==> config.mk <==
export PLATFORM = sky130hd
export DESIGN_NAME = mem_access
export DESIGN_NICKNAME = d
export VERILOG_FILES = /design/src/rtl/mem_access.sv
export SDC_FILE = /design/constraint.sdc
export NUM_CORES = 1
export LEC_CHECK = 0
export ABC_AREA = 0
export CORE_MARGIN = 10
export CORE_UTILIZATION = 46
export DETAILED_ROUTE_END_ITERATION = 8
export PLACE_DENSITY = 0.95
export SYNTH_ARGS = -nofsm -noshare
export SYNTH_HDL_FRONTEND = slang
export SYNTH_SLANG_ARGS = --single-unit
==> constraint.sdc <==
create_clock -name clk -period 2.8 [get_ports clk]
set_input_delay 0.42 -clock clk [delete_from_list [all_inputs] [get_ports clk]]
set_output_delay 0.42 -clock clk [all_outputs]
set_load 0.005 [all_outputs]
==> src/rtl/mem_access.sv <==
// mem_access: load/store sequencer between the execute stage and a
// ready/valid style data memory. A legal request is latched and held on the
// memory bus until mem_ready or until the wait budget runs out; illegal
// requests (conflicting or unaligned) complete immediately with an error.
//
// state | meaning
// ------+----------------------------------------------------------------
// IDLE  | no access in flight; a request is decoded and checked here
// BUSY  | latched access presented on the memory bus, waiting for mem_ready
// DONE  | one-cycle completion: done pulses, err pulses on a nonzero code
module mem_access #(
   parameter int unsigned TIMEOUT = 15
) (
   input  logic        clk,
   input  logic        rst,
   input  logic [15:0] addr,
   input  logic [15:0] wrData,
   input  logic        memRead,
   input  logic        memWrite,
   output logic        stall,
   output logic        done,
   output logic [15:0] rdData,
   output logic        err,
   output logic [1:0]  err_code,
   output logic        mem_en,
   output logic        mem_wr,
   output logic [15:0] mem_addr,
   output logic [15:0] mem_wdata,
   input  logic [15:0] mem_rdata,
   input  logic        mem_ready
);

   typedef enum logic [1:0] {
      S_IDLE = 2'd0,
      S_BUSY = 2'd1,
      S_DONE = 2'd2
   } state_t;

   localparam logic [1:0] ERR_NONE     = 2'b00;
   localparam logic [1:0] ERR_UNALIGN  = 2'b01;
   localparam logic [1:0] ERR_CONFLICT = 2'b10;
   localparam logic [1:0] ERR_TIMEOUT  = 2'b11;

   // last wait-counter value before the access is abandoned
   localparam logic [7:0] CNT_LAST = 8'(TIMEOUT - 1);

   state_t      state_q, state_d;
   logic [7:0]  cnt_q, cnt_d;
   logic [1:0]  code_q, code_d;
   logic [15:0] rd_q, rd_d;
   logic        wr_q, wr_d;
   logic [15:0] addr_q, addr_d;
   logic [15:0] wdata_q, wdata_d;
   logic        req;

   assign req = memRead | memWrite;

   // next-state and latch decisions for the access sequencer
   always_comb begin
      state_d = state_q;
      cnt_d   = cnt_q;
      code_d  = code_q;
      rd_d    = rd_q;
      wr_d    = wr_q;
      addr_d  = addr_q;
      wdata_d = wdata_q;
      case (state_q)
         S_IDLE: begin
            if (req) begin
               if (memRead && memWrite) begin
                  code_d  = ERR_CONFLICT;
                  state_d = S_DONE;
               end else if (addr[0]) begin
                  code_d  = ERR_UNALIGN;
                  state_d = S_DONE;
               end else begin
                  wr_d    = memWrite;
                  addr_d  = addr;
                  wdata_d = wrData;
                  cnt_d   = 8'd0;
                  state_d = S_BUSY;
               end
            end
         end
         S_BUSY: begin
            // a ready arriving on the last allowed cycle still completes
            if (mem_ready) begin
               if (!wr_q) begin
                  rd_d = mem_rdata;
               end
               code_d  = ERR_NONE;
               state_d = S_DONE;
            end else if (cnt_q == CNT_LAST) begin
               code_d  = ERR_TIMEOUT;
               state_d = S_DONE;
            end else begin
               cnt_d = cnt_q + 8'd1;
            end
         end
         S_DONE: begin
            state_d = S_IDLE;
         end
         default: begin
            state_d = S_IDLE;
         end
      endcase
   end

   // state and latched access registers, cleared asynchronously by rst
   always_ff @(posedge clk or posedge rst) begin
      if (rst) begin
         state_q <= S_IDLE;
         cnt_q   <= 8'd0;
         code_q  <= ERR_NONE;
         rd_q    <= 16'h0000;
         wr_q    <= 1'b0;
         addr_q  <= 16'h0000;
         wdata_q <= 16'h0000;
      end else begin
         state_q <= state_d;
         cnt_q   <= cnt_d;
         code_q  <= code_d;
         rd_q    <= rd_d;
         wr_q    <= wr_d;
         addr_q  <= addr_d;
         wdata_q <= wdata_d;
      end
   end

   // stall must rise in the request cycle itself, hence the req term
   assign stall     = (state_q == S_BUSY) || ((state_q == S_IDLE) && req);
   assign done      = (state_q == S_DONE);
   assign err       = (state_q == S_DONE) && (code_q != ERR_NONE);
   assign err_code  = code_q;
   assign rdData    = rd_q;
   assign mem_en    = (state_q == S_BUSY);
   assign mem_wr    = wr_q;
   assign mem_addr  = addr_q;
   assign mem_wdata = wdata_q;

endmodule
# Yosys cells after proc, flatten, opt, wreduce, memory -nomap -nowiden
# Index checks and enable logic that the tools add are counted.
# op_classes
addsub	1
mul	0
div_mod_pow	0
n_lt_le_gt_ge	0
n_eq_ne	10
shift	0
mux	18
bitwise	4
reduce_logical	12
# op_table
operator	count
8-bit two-way mux	5
2-bit two-way mux	10
8-bit case mux with 2 select lines	1
2-bit inequality test, second input constant	5
8-bit by 1-bit adder with 8-bit output, second input constant	1
8-bit by 4-bit equality test with 1-bit output, second input constant	1
2-bit case mux with 2 select lines	2
4-bit AND reduction	2
6-bit AND reduction	1
2-bit nonzero test	2
1-bit logical AND	3
3-bit by 1-bit inequality test with 1-bit output, second input constant	1
3-bit inequality test, second input constant	1
1-bit inverter	3
3-bit AND reduction	1
2-bit by 1-bit equality test with 1-bit output, second input constant	1
2-bit equality test, second input constant	1
2-bit zero test	1
2-bit AND reduction	1
1-bit logical OR	1
1-bit OR	1
# word_totals
register_bits	60
latch_bits	0
ramBits	0
romBits	0
in_bits	53
output_inout_bits	55
word_cells	52
mem_count	0

# Depth between registers and ports, before layout
# Gate-level depths: netlist (run 1).
# logic_depth
ltp_word	4
ltp_mapped	6
mapped_depth_nobuf	6

# Worst setup path before layout (run 1)
# No wires, ideal clock.
# synth_path
path_type	reg2reg
from	register cnt_q[0]
to	register code_q[0] (netlist: err_code[0])
setup_time_ps	125
arrival_ps	1495
required_ps	2675
slack_ps	1180
stages_incl_launch_ff	7
n_path_buf	0
period_less_slack_ps	1620
cell_sequence	dfrtp_1 > inv_1 > ha_1 > nor3b_2 > a21oi_2 > a211oi_4 > mux2_2
# synth_between
elab_chain_cells	3
# synth_lines
element	line_no	rtl
from (decl)	48	logic [7:0] cnt_q, cnt_d;
from (signal assigned)	121	cnt_q <= cnt_d;
8-bit by 4-bit equality test with 1-bit output	93	end else if (cnt_q == CNT_LAST) begin
3-bit by 1-bit inequality test with 1-bit output (no source line)	-	
4-bit AND reduction (no source line)	-	
to (signal assigned)	122	code_q <= code_d;
to (decl)	49	logic [1:0] code_q, code_d;
# No other way between the ends.
# A chain may end at the register's enable or synchronous reset.

# Worst setup path after layout (run 1)
# layout_path
from	input port memRead
to	output port stall
# layout_between
elab_chain_cells	3
# layout_lines
element	line_no	rtl
from (decl)	18	input logic memRead,
1-bit OR	56	assign req = memRead | memWrite;
1-bit logical AND	131	assign stall = (state_q == S_BUSY) || ((state_q == S_IDLE) && req);
1-bit logical OR	131	
to (decl)	20	output logic stall,
# No other way between the ends.

==> results.md, run 1 <==
* Final #Nets at ~350
* Critical R2R Launch: state_q[1]
* Yosys warning count at 0
* Clk_lat worst skew at 0.33 ns
* Worst reg-to-reg path cell count at 5
* Setup TNS at 0 ns
* Total of buffers placed on input and output ports at 106
* Number of synthesized register bits at 60
* Most frequently used cell type in the post-synthesis netlist: sky130_fd_sc_hd__dfrtp_1
* Result of the run: finished clean
* Chain of cells forming the critical path: clkdlybuf4s50_1 -> nor3_1 -> nor2_1 -> clkdlybuf4s50_1
* Post-Route Skew at 0.00504 ns
* Total global-route track usage at 15.2%
* Signed area change from the synthesized netlist to the final layout at 51.6%
* Detailed placer's ending HPWL at roughly 5.2 mm
* Starting Density at around 47%
* Reg2reg end: rdData[3]
* Placed insts at 355
* Maximum clock frequency at ~460 MHz
* Avg Cell Area, Syn at 14.3 um2
* Total vias in the final route at 1867
* Maximum number of pins on one net before global-route repair at 36
* P_leak at 0.00165 uW
* Post-CTS setup repair buffer count at 0
* Sequential area share after synthesis at 58.1%
* Cell depth of the worst min-delay path at 1
* Endpoint of the worst hold path: cnt_q[7]
* Worst hold start: cnt_q[7]
* Cell type with the highest aggregate area in the netlist: sky130_fd_sc_hd__dfrtp_1
* TritonCTS clock tree: built
* Post-CTS Hold Fix Bufs at 0
* Critical path class: in2out
* Critical path's largest stage delay at 0.61 ns
* Max-slew violations at 0
* RSZ-0062 raised after global routing: no
* Chip width at about 95 um
* Remaining Overflow, GRT at 0
* Critical-path top delay cell: sky130_fd_sc_hd__clkdlybuf4s50_1
* Initial DRT Pass Iterations at 4
* Root buffer selected by CTS: sky130_fd_sc_hd__clkbuf_8
* Count of flip-flops with a built-in enable after synthesis at 0
* Final-report hold violation count at 0
* Peak ir drop on the vdd network at 0.000614 V
* Maximum Capacitance Violations at 0
* Portion of the clock cycle consumed by the worst path in the final layout at 77.3%
* Total Die Area at 9010 um2
* Type of the tightest min-delay check: reg2reg
* Inserted Diodes at 0
* Initial antenna violation count at 0
* Slew of the pin with the lowest slew margin at 0.644 ns
* Number of clock sinks at 60
* Data arrival time of the worst path at 1.74 ns
* Final wirelength at 6.74 mm
* Remaining DRCs at 0
* Post-synthesis cell area at 2580 um2
* Antenna-violating nets left at 0
* Standard cell core area at 5470 um2
* Via-to-Cell Ratio at 5.05
* Crit path top cell by count: sky130_fd_sc_hd__clkdlybuf4s50_1
* Share of layout cells above drive strength 1 at a little over a quarter
* Top cell type's share of synthesized area at 58.1%
* Final setup violation count at 0
* Dominant delay contributor by cell family on the critical path: buffers and inverters
* H-tree depth reported by CTS at 3
* Drt wl/cell at roughly 18 um
* Gpl congestion at 0.787
* Die height at 94.9 um
* Register-to-register path setup slack at 0.96 ns
* Synth unique cells at 40
* Top area cells in the synthesized netlist: sky130_fd_sc_hd__dfrtp_1 (58%), sky130_fd_sc_hd__mux2_2 (17%), sky130_fd_sc_hd__mux2_4 (5.8%)
* Clock Tree Buf Depth at 2
* Nets in the synthesized netlist at 236
* Gate count after technology mapping at 181
* Fraction of synthesis flops using an asynchronous set or reset pin at 100%
* Required time of the critical path at 2.38 ns
* Iteration-0 DRC Markers at 69
* Commonest cells in the netlist: sky130_fd_sc_hd__dfrtp_1 (60), sky130_fd_sc_hd__mux2_2 (39), sky130_fd_sc_hd__mux2_4 (10), sky130_fd_sc_hd__o21ai_0 (9), sky130_fd_sc_hd__nand3_1 (7)
* Worst-case headroom to the max-slew limit at 57.0%
* Dominant register cell in the synthesized netlist: sky130_fd_sc_hd__dfrtp_1
* Number of rows in the core area at 27
* Final critical delay including setup and external delays at 2.16 ns
* End-of-flow core utilization at 71.6%
* Sum of buffers and inverters on the critical path at 2
* Number of gates resized after CTS at 0
* Largest fanout on the critical path at 7
* Clock Pin Slew Worst Setup and Hold Paths at 0.06 ns
* Number of CTS-inserted buffers at 9
* Startpoint class of the critical path: input pin
* I/O pin total at between 100 and 150
* First-pass GRT wire length at 10.7 mm
* Post-route worst hold slack at 0.487 ns
* Crit path capture type: output port
* Cell Pwr Density at around 970 nW/um2
* Number of standard cells in the final layout excluding fillers at 370
* Vias in the first global route at 2130
## logic make-up (layout without fill, tap and decap cells)
logic type	after synthesis	count (layout)	share of synthesized area, %
compound gates	25	25	6.44
xor+xnor	2	2	0.678
fa+ha+maj	2	2	0.969
buf+inv	11	128	2.57
flops	60	60	58.1
mux	49	49	22.8
other cells	1	1	0.145
simple gates	31	31	8.24
## final cells by class
class	instances	area [um2]
sequential	60	1500
clock buffer	14	183
timing repair buffer	108	1100
inverter	5	21.3
tap	72	90.1
multi-input combinational	110	1010
clock inverter	1	5.00
fill	394	1560
## report_power, final
part           internal (uW)  switching [uW]
registers               1260             257
clock network            412             307
logic                   1090             470
## cell usage in the layout (no fill, tap or decap), drive strengths merged, types with 3 or more instances in the layout
master         Yosys  final
clkdlybuf4s50      0    106
nand2              6      6
clkbuf             1     14
o21ai              9      9
a21oi              7      7
and2               3      3
mux2              49     49
nor2               6      6
dfrtp             60     60
inv                5      5
nor3               3      3
nand3              7      7
## registers in the layout (all words and copies together) (netlist names)
signal / count
err_code: 2
cnt_q: 8
mem_wr: 1
state_q: 2
rdData: 16
mem_addr: 15
mem_wdata: 16
## worst max-delay path by stage
stage | startpoint | slack (ns) | cells after the start | to
finish | memRead | 0.64 | 4 | stall
global route | memRead | 0.56 | 4 | stall
CTS | memRead | 0.63 | 4 | stall
detailed placement | memRead | 0.64 | 4 | stall
global placement | memRead | 0.67 | 4 | stall
floorplan | rst | 0.90 | 1 | cnt_q[0]
## per-stage QoR
step / worst slack, ns / instance area (um2) / power, uW
after global placement: 0.667 / 3730 / 3030
final: 0.636 / 3920 / 3800
after detailed placement: 0.645 / 3730 / 3120
after CTS: 0.633 / 3920 / 3860
after global routing: 0.560 / 3920 / 4030
after floorplan: 0.895 / 2580 / 2080
## metal layers
metal	vias to the layer above	track usage [%]	part of all wire [%]
met2	85	23.6	48
met5	-	0	0
met3	11	8.09	12
met4	0	6.98	1.9
met1	907	17.0	38
li1	864	-	-
Power figures use the tool's default switching activity.
==> run 2: changes to the inputs <==
--- a/config.mk
+++ b/config.mk
@@ -7,9 +7,9 @@
 export LEC_CHECK = 0
 export ABC_AREA = 0
 export CORE_MARGIN = 10
-export CORE_UTILIZATION = 46
+export CORE_UTILIZATION = 42
 export DETAILED_ROUTE_END_ITERATION = 8
-export PLACE_DENSITY = 0.95
+export PLACE_DENSITY = 0.89
 export SYNTH_ARGS = -nofsm -noshare
 export SYNTH_HDL_FRONTEND = slang
 export SYNTH_SLANG_ARGS = --single-unit
==> constraint.sdc (replaced) <==
create_clock -name clk -period 2.1 [get_ports clk]
set_input_delay 0.315 -clock clk [delete_from_list [all_inputs] [get_ports clk]]
set_output_delay 0.315 -clock clk [all_outputs]
set_load 0.005 [all_outputs]
==> results.md, run 2 (synthesis gave the netlist of run 1 again) <==
* Top library cells by usage in the layout, fill and taps aside: sky130_fd_sc_hd__clkdlybuf4s50_1 (106), sky130_fd_sc_hd__dfrtp_1 (60), sky130_fd_sc_hd__mux2_2 (39) (unchanged)
* Met3 GRT Util at 7.40% (was 8.09%)
* Multi-input gate area at 1010 um2 (unchanged)
* Detailed placer's ending HPWL at 5.03 mm (was 5.21 mm)
* Die height at 98.4 um (was 94.9 um)
* Chain of cells forming the critical path: and2b_2 -> o21a_1 -> clkdlybuf4s50_1 (was clkdlybuf4s50_1 -> nor3_1 -> nor2_1 -> clkdlybuf4s50_1)
* Number of CTS-inserted buffers at 9 (unchanged)
* Gpl congestion at 0.798 (was 0.787)
* Share of layout cells above drive strength 1 at 26.9% (was 26.8%)
* Total global-route track usage at 13.2% (was 15.2%)
* Number of clock sinks at 60 (unchanged)
* Maximum number of pins on one net before global-route repair at 61 (was 36)
* I/O pin total at 108 (unchanged)
* Post-CTS Hold Fix Bufs at 0 (unchanged)
* Number of standard cells in the final layout excluding fillers at 376 (was 370)
* Setup TNS at 0 ns (unchanged)
* Final critical delay including setup and external delays at 1.99 ns
* Total vias in the final route at 1836 (was 1867)
* Placed insts at 360 (was 355)
* Most common cell after layout, fill and taps aside: sky130_fd_sc_hd__clkdlybuf4s50_1 (unchanged)
* Worst setup slack after layout at 0.114 ns (was 0.636 ns)
* Final setup violation count at 0 (unchanged)
* Final wirelength at 6.49 mm (was 6.74 mm)
* Clock Pin Slew Worst Setup and Hold Paths at 0.07 ns (was 0.06 ns)
* Root buffer selected by CTS: sky130_fd_sc_hd__clkbuf_8 (unchanged)
* Post-route worst hold slack at 0.369 ns (was 0.487 ns)
* Total of buffers placed on input and output ports at 106 (unchanged)
* Inserted Diodes at 0 (unchanged)
* Grt met1 use at 15.5% (was 17.0%)
* Standard cell core area at 5960 um2 (was 5470 um2)
* Dominant delay contributor by cell family on the critical path: buffers and inverters (unchanged)
* Cell Pwr Density at 1280 nW/um2 (was 969 nW/um2)
* Initial DRT Pass Iterations at 4 (unchanged)
* Post-CTS setup repair buffer count at 0 (unchanged)
* Peak ir drop on the vdd network at 0.000715 V (was 0.000614 V)
* Vias in the first global route at 2077 (was 2130)
* Critical-path top delay cell: sky130_fd_sc_hd__clkdlybuf4s50_1 (unchanged)
* Portion of the clock cycle consumed by the worst path in the final layout at 94.6%
* Final #Nets at 351 (was 349)
* Sum of buffers and inverters on the critical path at 1 (was 2)
* Number of rows in the core area at 28 (was 27)
* Crit path capture type: output port (unchanged)
* Clock Tree Buf Depth at 2 (unchanged)
* Met2 demand-to-capacity share in global routing at 19.7% (was 23.6%)
* Pre-CTS worst setup slack at 0.179 ns (was 0.645 ns)
* Maximum Capacitance Violations at 0 (unchanged)
* Iteration-0 DRC Markers at 43 (was 69)
* Drt wl/cell at 17.3 um (was 18.2 um)
* Required time of the critical path at 1.78 ns (was 2.38 ns)
* Largest fanout on the critical path at 6 (was 7)
* Maximum clock frequency at 504 MHz
* Starting Density at 43.4% (was 47.2%)
* Critical path's largest stage delay at 0.49 ns (was 0.61 ns)
* Signed area change from the synthesized netlist to the final layout at 52.6% (was 51.6%)
* Max-slew violations at 0 (unchanged)
* Number of gates resized after CTS at 0 (unchanged)
* First-pass GRT wire length at 10.4 mm (was 10.7 mm)
* TritonCTS clock tree: built (unchanged)
* Remaining DRCs at 0 (unchanged)
* Clk_lat worst skew at 0.32 ns (was 0.33 ns)
* Overall power of the completed layout at 5030 uW (was 3800 uW)
* Result of the run: finished clean (unchanged)
* Final-report hold violation count at 0 (unchanged)
* Count of fill cells added during filler insertion at 463 (was 394)
* RSZ-0062 raised after global routing: no (unchanged)
* Remaining Overflow, GRT at 0 (unchanged)
* H-tree depth reported by CTS at 3 (unchanged)
* Sequential Area at 1500 um2 (unchanged)
* Total Die Area at 9690 um2 (was 9010 um2)
* Post-Route Skew at 0.00811 ns (was 0.00504 ns)
* Busiest metal layer after global routing: met2 (unchanged)
* Initial antenna violation count at 0 (unchanged)
* Data arrival time of the worst path at 1.67 ns (was 1.74 ns)
* Critical path class: reg2out (was in2out)
* Antenna-violating nets left at 0 (unchanged)
* Chip width at 98.4 um (was 94.9 um)
* Startpoint class of the critical path: register (was input pin)
* Type of the tightest min-delay check: in2async (was reg2reg)
* P_leak at 0.00166 uW (was 0.00165 uW)
* Via-to-Cell Ratio at 4.88 (was 5.05)
-- run 2: path summary, 6_finish.rpt --
kind                          endpoint  cells past startpoint        from  slack [ns]
max                                err                      3  state_q[0]        0.11
min                         rdData[10]                      3         rst        0.37
max reg2reg                err_code[0]                      6    cnt_q[0]        0.28
min reg2reg                   cnt_q[7]                      1    cnt_q[7]        0.50
max in group asynchronous     cnt_q[5]                      3         rst        1.47
min in group clk              cnt_q[7]                      1    cnt_q[7]        0.50
-- run 2: worst register-to-register path, stage by stage, from the launching register on --
cell and delay, ns:
sky130_fd_sc_hd__dfrtp_1 0.44, sky130_fd_sc_hd__inv_1 0.08, sky130_fd_sc_hd__ha_1 0.14, sky130_fd_sc_hd__nor3b_2 0.28
sky130_fd_sc_hd__a21oi_2 0.12, sky130_fd_sc_hd__a211oi_4 0.26, sky130_fd_sc_hd__mux2_2 0.37
-- run 2: power by group --
part | internal, uW | switching (uW) | total [uW]
Combinational | 1470 | 633 | 2100
Sequential | 1680 | 324 | 2000
Clock | 525 | 407 | 933
-- run 2: routing by layer --
metal	routed length, um	part of all wire, %
met5	0	0
met4	60	0.92
met3	762	12
met2	2880	44
met1	2790	43
-- run 2: area by class of cell --
| cell class | instances | area share [%] |
|---|---|---|
| clock buffers | 15 | 4.48 |
| clock inverters | 1 | 0.127 |
| inverters | 5 | 0.540 |
| multi-input cells | 110 | 25.7 |
| flip-flops and latches | 60 | 38.1 |
| well taps | 75 | 2.38 |
| repair buffers | 110 | 28.6 |
-- run 2: metrics by stage --
step                      utilization (%)  area (um2)
after floorplan                         -        2580
after global placement               63.1        3760
after detailed placement             63.1        3760
after CTS                            66.2        3940
after global routing                 66.2        3940
final                                66.2        3940
==> run 3: changes to the inputs <==
--- a/config.mk
+++ b/config.mk
@@ -6,10 +6,12 @@
 export NUM_CORES = 1
 export LEC_CHECK = 0
 export ABC_AREA = 0
-export CORE_MARGIN = 10
+export CORE_ASPECT_RATIO = 1.5
+export CORE_MARGIN = 2
 export CORE_UTILIZATION = 42
 export DETAILED_ROUTE_END_ITERATION = 8
 export PLACE_DENSITY = 0.89
+export RECOVER_POWER = 100
 export SYNTH_ARGS = -nofsm -noshare
 export SYNTH_HDL_FRONTEND = slang
 export SYNTH_SLANG_ARGS = --single-unit
==> results.md, run 3 (synthesis gave the netlist of run 1 again) <==
* Number of rows in the core area at 35 (was 28)
* Initial DRT Pass Iterations at 4 (unchanged)
* End-of-flow core utilization at 63.4% (was 66.2%)
* Final setup violation count at 0 (unchanged)
* Sum of buffers and inverters on the critical path at 1 (unchanged)
* Worst setup slack after layout at 0.113 ns (was 0.114 ns)
* H-tree depth reported by CTS at 3 (unchanged)
* Pre-CTS worst setup slack at 0.210 ns (was 0.179 ns)
* Total global-route track usage at 17.5% (was 13.2%)
* Remaining Overflow, GRT at 0 (unchanged)
* Critical-path top delay cell: sky130_fd_sc_hd__clkdlybuf4s50_1 (unchanged)
* Root buffer selected by CTS: sky130_fd_sc_hd__clkbuf_8 (unchanged)
* Chip width at 68.0 um (was 98.4 um)
* Final critical delay including setup and external delays at 1.99 ns (about the same)
* Remaining DRCs at 0 (unchanged)
* Largest fanout on the critical path at 6 (unchanged)
* Number of gates resized after CTS at 0 (unchanged)
* Dominant delay contributor by cell family on the critical path: buffers and inverters (unchanged)
* Final design instance area without fill at 3830 um2 (was 3940 um2)
* Worst-case headroom to the max-slew limit at between 20% and 30%
* Die height at 100 um (was 98.4 um)
* Slew of the pin with the lowest slew margin at 1.06 ns
* Final wirelength at 5.60 mm (was 6.49 mm)
* Type of the tightest min-delay check: in2async (unchanged)
* Final #Nets at 351 (unchanged)
* Via-to-Cell Ratio at 4.95 (was 4.88)
* Setup TNS at 0 ns (unchanged)
* Critical path class: reg2out (unchanged)
* Detailed placer's ending HPWL at 4.28 mm (was 5.03 mm)
* Instance area after placement at 3760 um2 (about the same)
* Number of clock sinks at 60 (unchanged)
* First-pass GRT wire length at 8.65 mm (was 10.4 mm)
* Portion of the clock cycle consumed by the worst path in the final layout at 94.6% (about the same)
* Post-CTS setup repair buffer count at 0 (unchanged)
* Iteration-0 DRC Markers at 68 (was 43)
* Maximum number of pins on one net before global-route repair at 40 (was 61)
* Gpl congestion at 0.791 (was 0.798)
* Vias in the first global route at 1898 (was 2077)
* Final-report hold violation count at 0 (unchanged)
* TritonCTS clock tree: built (unchanged)
* P_leak at 0.00165 uW (was 0.00166 uW)
* Result of the run: finished clean (unchanged)
* Max-slew violations at 0 (unchanged)
* Inserted Diodes at 0 (unchanged)
* Startpoint class of the critical path: register (unchanged)
* Data arrival time of the worst path at 1.67 ns (about the same)
* Total vias in the final route at 1850 (was 1836)
* Total of buffers placed on input and output ports at 106 (unchanged)
* Post-CTS Hold Fix Bufs at 0 (unchanged)
* Required time of the critical path at 1.78 ns (about the same)
* I/O pin total at 108 (unchanged)
* Chain of cells forming the critical path: and2b_2 -> o21a_1 -> clkdlybuf4s50_1 (unchanged)
* RSZ-0062 raised after global routing: no (unchanged)
* Starting Density at 42.7% (was 43.4%)
* Clock Tree Buf Depth at 2 (unchanged)
* Maximum Capacitance Violations at 0 (unchanged)
* Signed area change from the synthesized netlist to the final layout at 48.3% (was 52.6%)
* Drt wl/cell at 15.0 um (was 17.3 um)
* Number of CTS-inserted buffers at 9 (unchanged)
* Clock Pin Slew Worst Setup and Hold Paths at 0.07 ns (about the same)
* Post-Route Skew at 0.00684 ns (was 0.00811 ns)
* Standard cell core area at 6040 um2 (was 5960 um2)
* Peak ir drop on the vdd network at 0.000825 V (was 0.000715 V)
* Initial antenna violation count at 0 (unchanged)
* Antenna-violating nets left at 0 (unchanged)
* Critical path's largest stage delay at 0.50 ns (was 0.49 ns)
* Top library cells by usage in the layout, fill and taps aside: sky130_fd_sc_hd__dfrtp_1 (60), sky130_fd_sc_hd__dlygate4sd3_1 (54), sky130_fd_sc_hd__clkdlybuf4s50_1 (52) (was sky130_fd_sc_hd__clkdlybuf4s50_1 (106), sky130_fd_sc_hd__dfrtp_1 (60), sky130_fd_sc_hd__mux2_2 (39))
* Share of layout cells above drive strength 1 at 23.0% (was 26.9%)
* Maximum clock frequency at 503 MHz (was 504 MHz)
* Total Die Area at 6800 um2 (was 9690 um2)
* Cell Pwr Density at 1230 nW/um2 (was 1280 nW/um2)
* Crit path capture type: output port (unchanged)
* Clk_lat worst skew at 0.33 ns (was 0.32 ns)
* Most common cell after layout, fill and taps aside: sky130_fd_sc_hd__dfrtp_1 (was sky130_fd_sc_hd__clkdlybuf4s50_1)
-- run 3: area by class of cell --
cell class,count,area [um2]
fillers,484,2210
clock inverters,5,53.8
multi-input cells,110,950
inverters,5,21.3
clock buffers,10,128
well taps,74,92.6
repair buffers,110,1080
flip-flops and latches,60,1500
-- run 3: through the flow --
stage	power, uW	hold slack [ns]	cells
finish	4700	0.287	374
floorplan	2780	0.442	181
global route	4990	0.317	374
global placement	4020	0.466	359
CTS	5110	0.141	374
detailed placement	4110	0.476	359
-- run 3: metal layers --
layer,global-route usage [%],vias to the layer above,part of all wire [%]
met3,5.49,13,6.0
met1,17.9,905,35
met4,9.54,0,3.0
met5,0,-,0
met2,30.4,63,56
li1,-,869,-
-- run 3: path summary, 6_finish.rpt --
path / cells past startpoint / slack (ns) / startpoint / endpoint
max: 3 / 0.11 / state_q[0] / err
min: 2 / 0.29 / rst / mem_wdata[2]
max reg2reg: 6 / 0.25 / cnt_q[0] / err_code[0]
min reg2reg: 1 / 0.48 / cnt_q[7] / cnt_q[7]
max in group asynchronous: 3 / 0.63 / rst / rdData[7]
min in group clk: 1 / 0.48 / cnt_q[7] / cnt_q[7]
-- run 3: report_power, final --
group | leakage [uW] | switching (uW) | internal (uW)
clock | 0.0000959 | 440 | 537
sequential | 0.000732 | 284 | 1670
combinational | 0.000822 | 574 | 1190
total | 0.00165 | 1300 | 3400
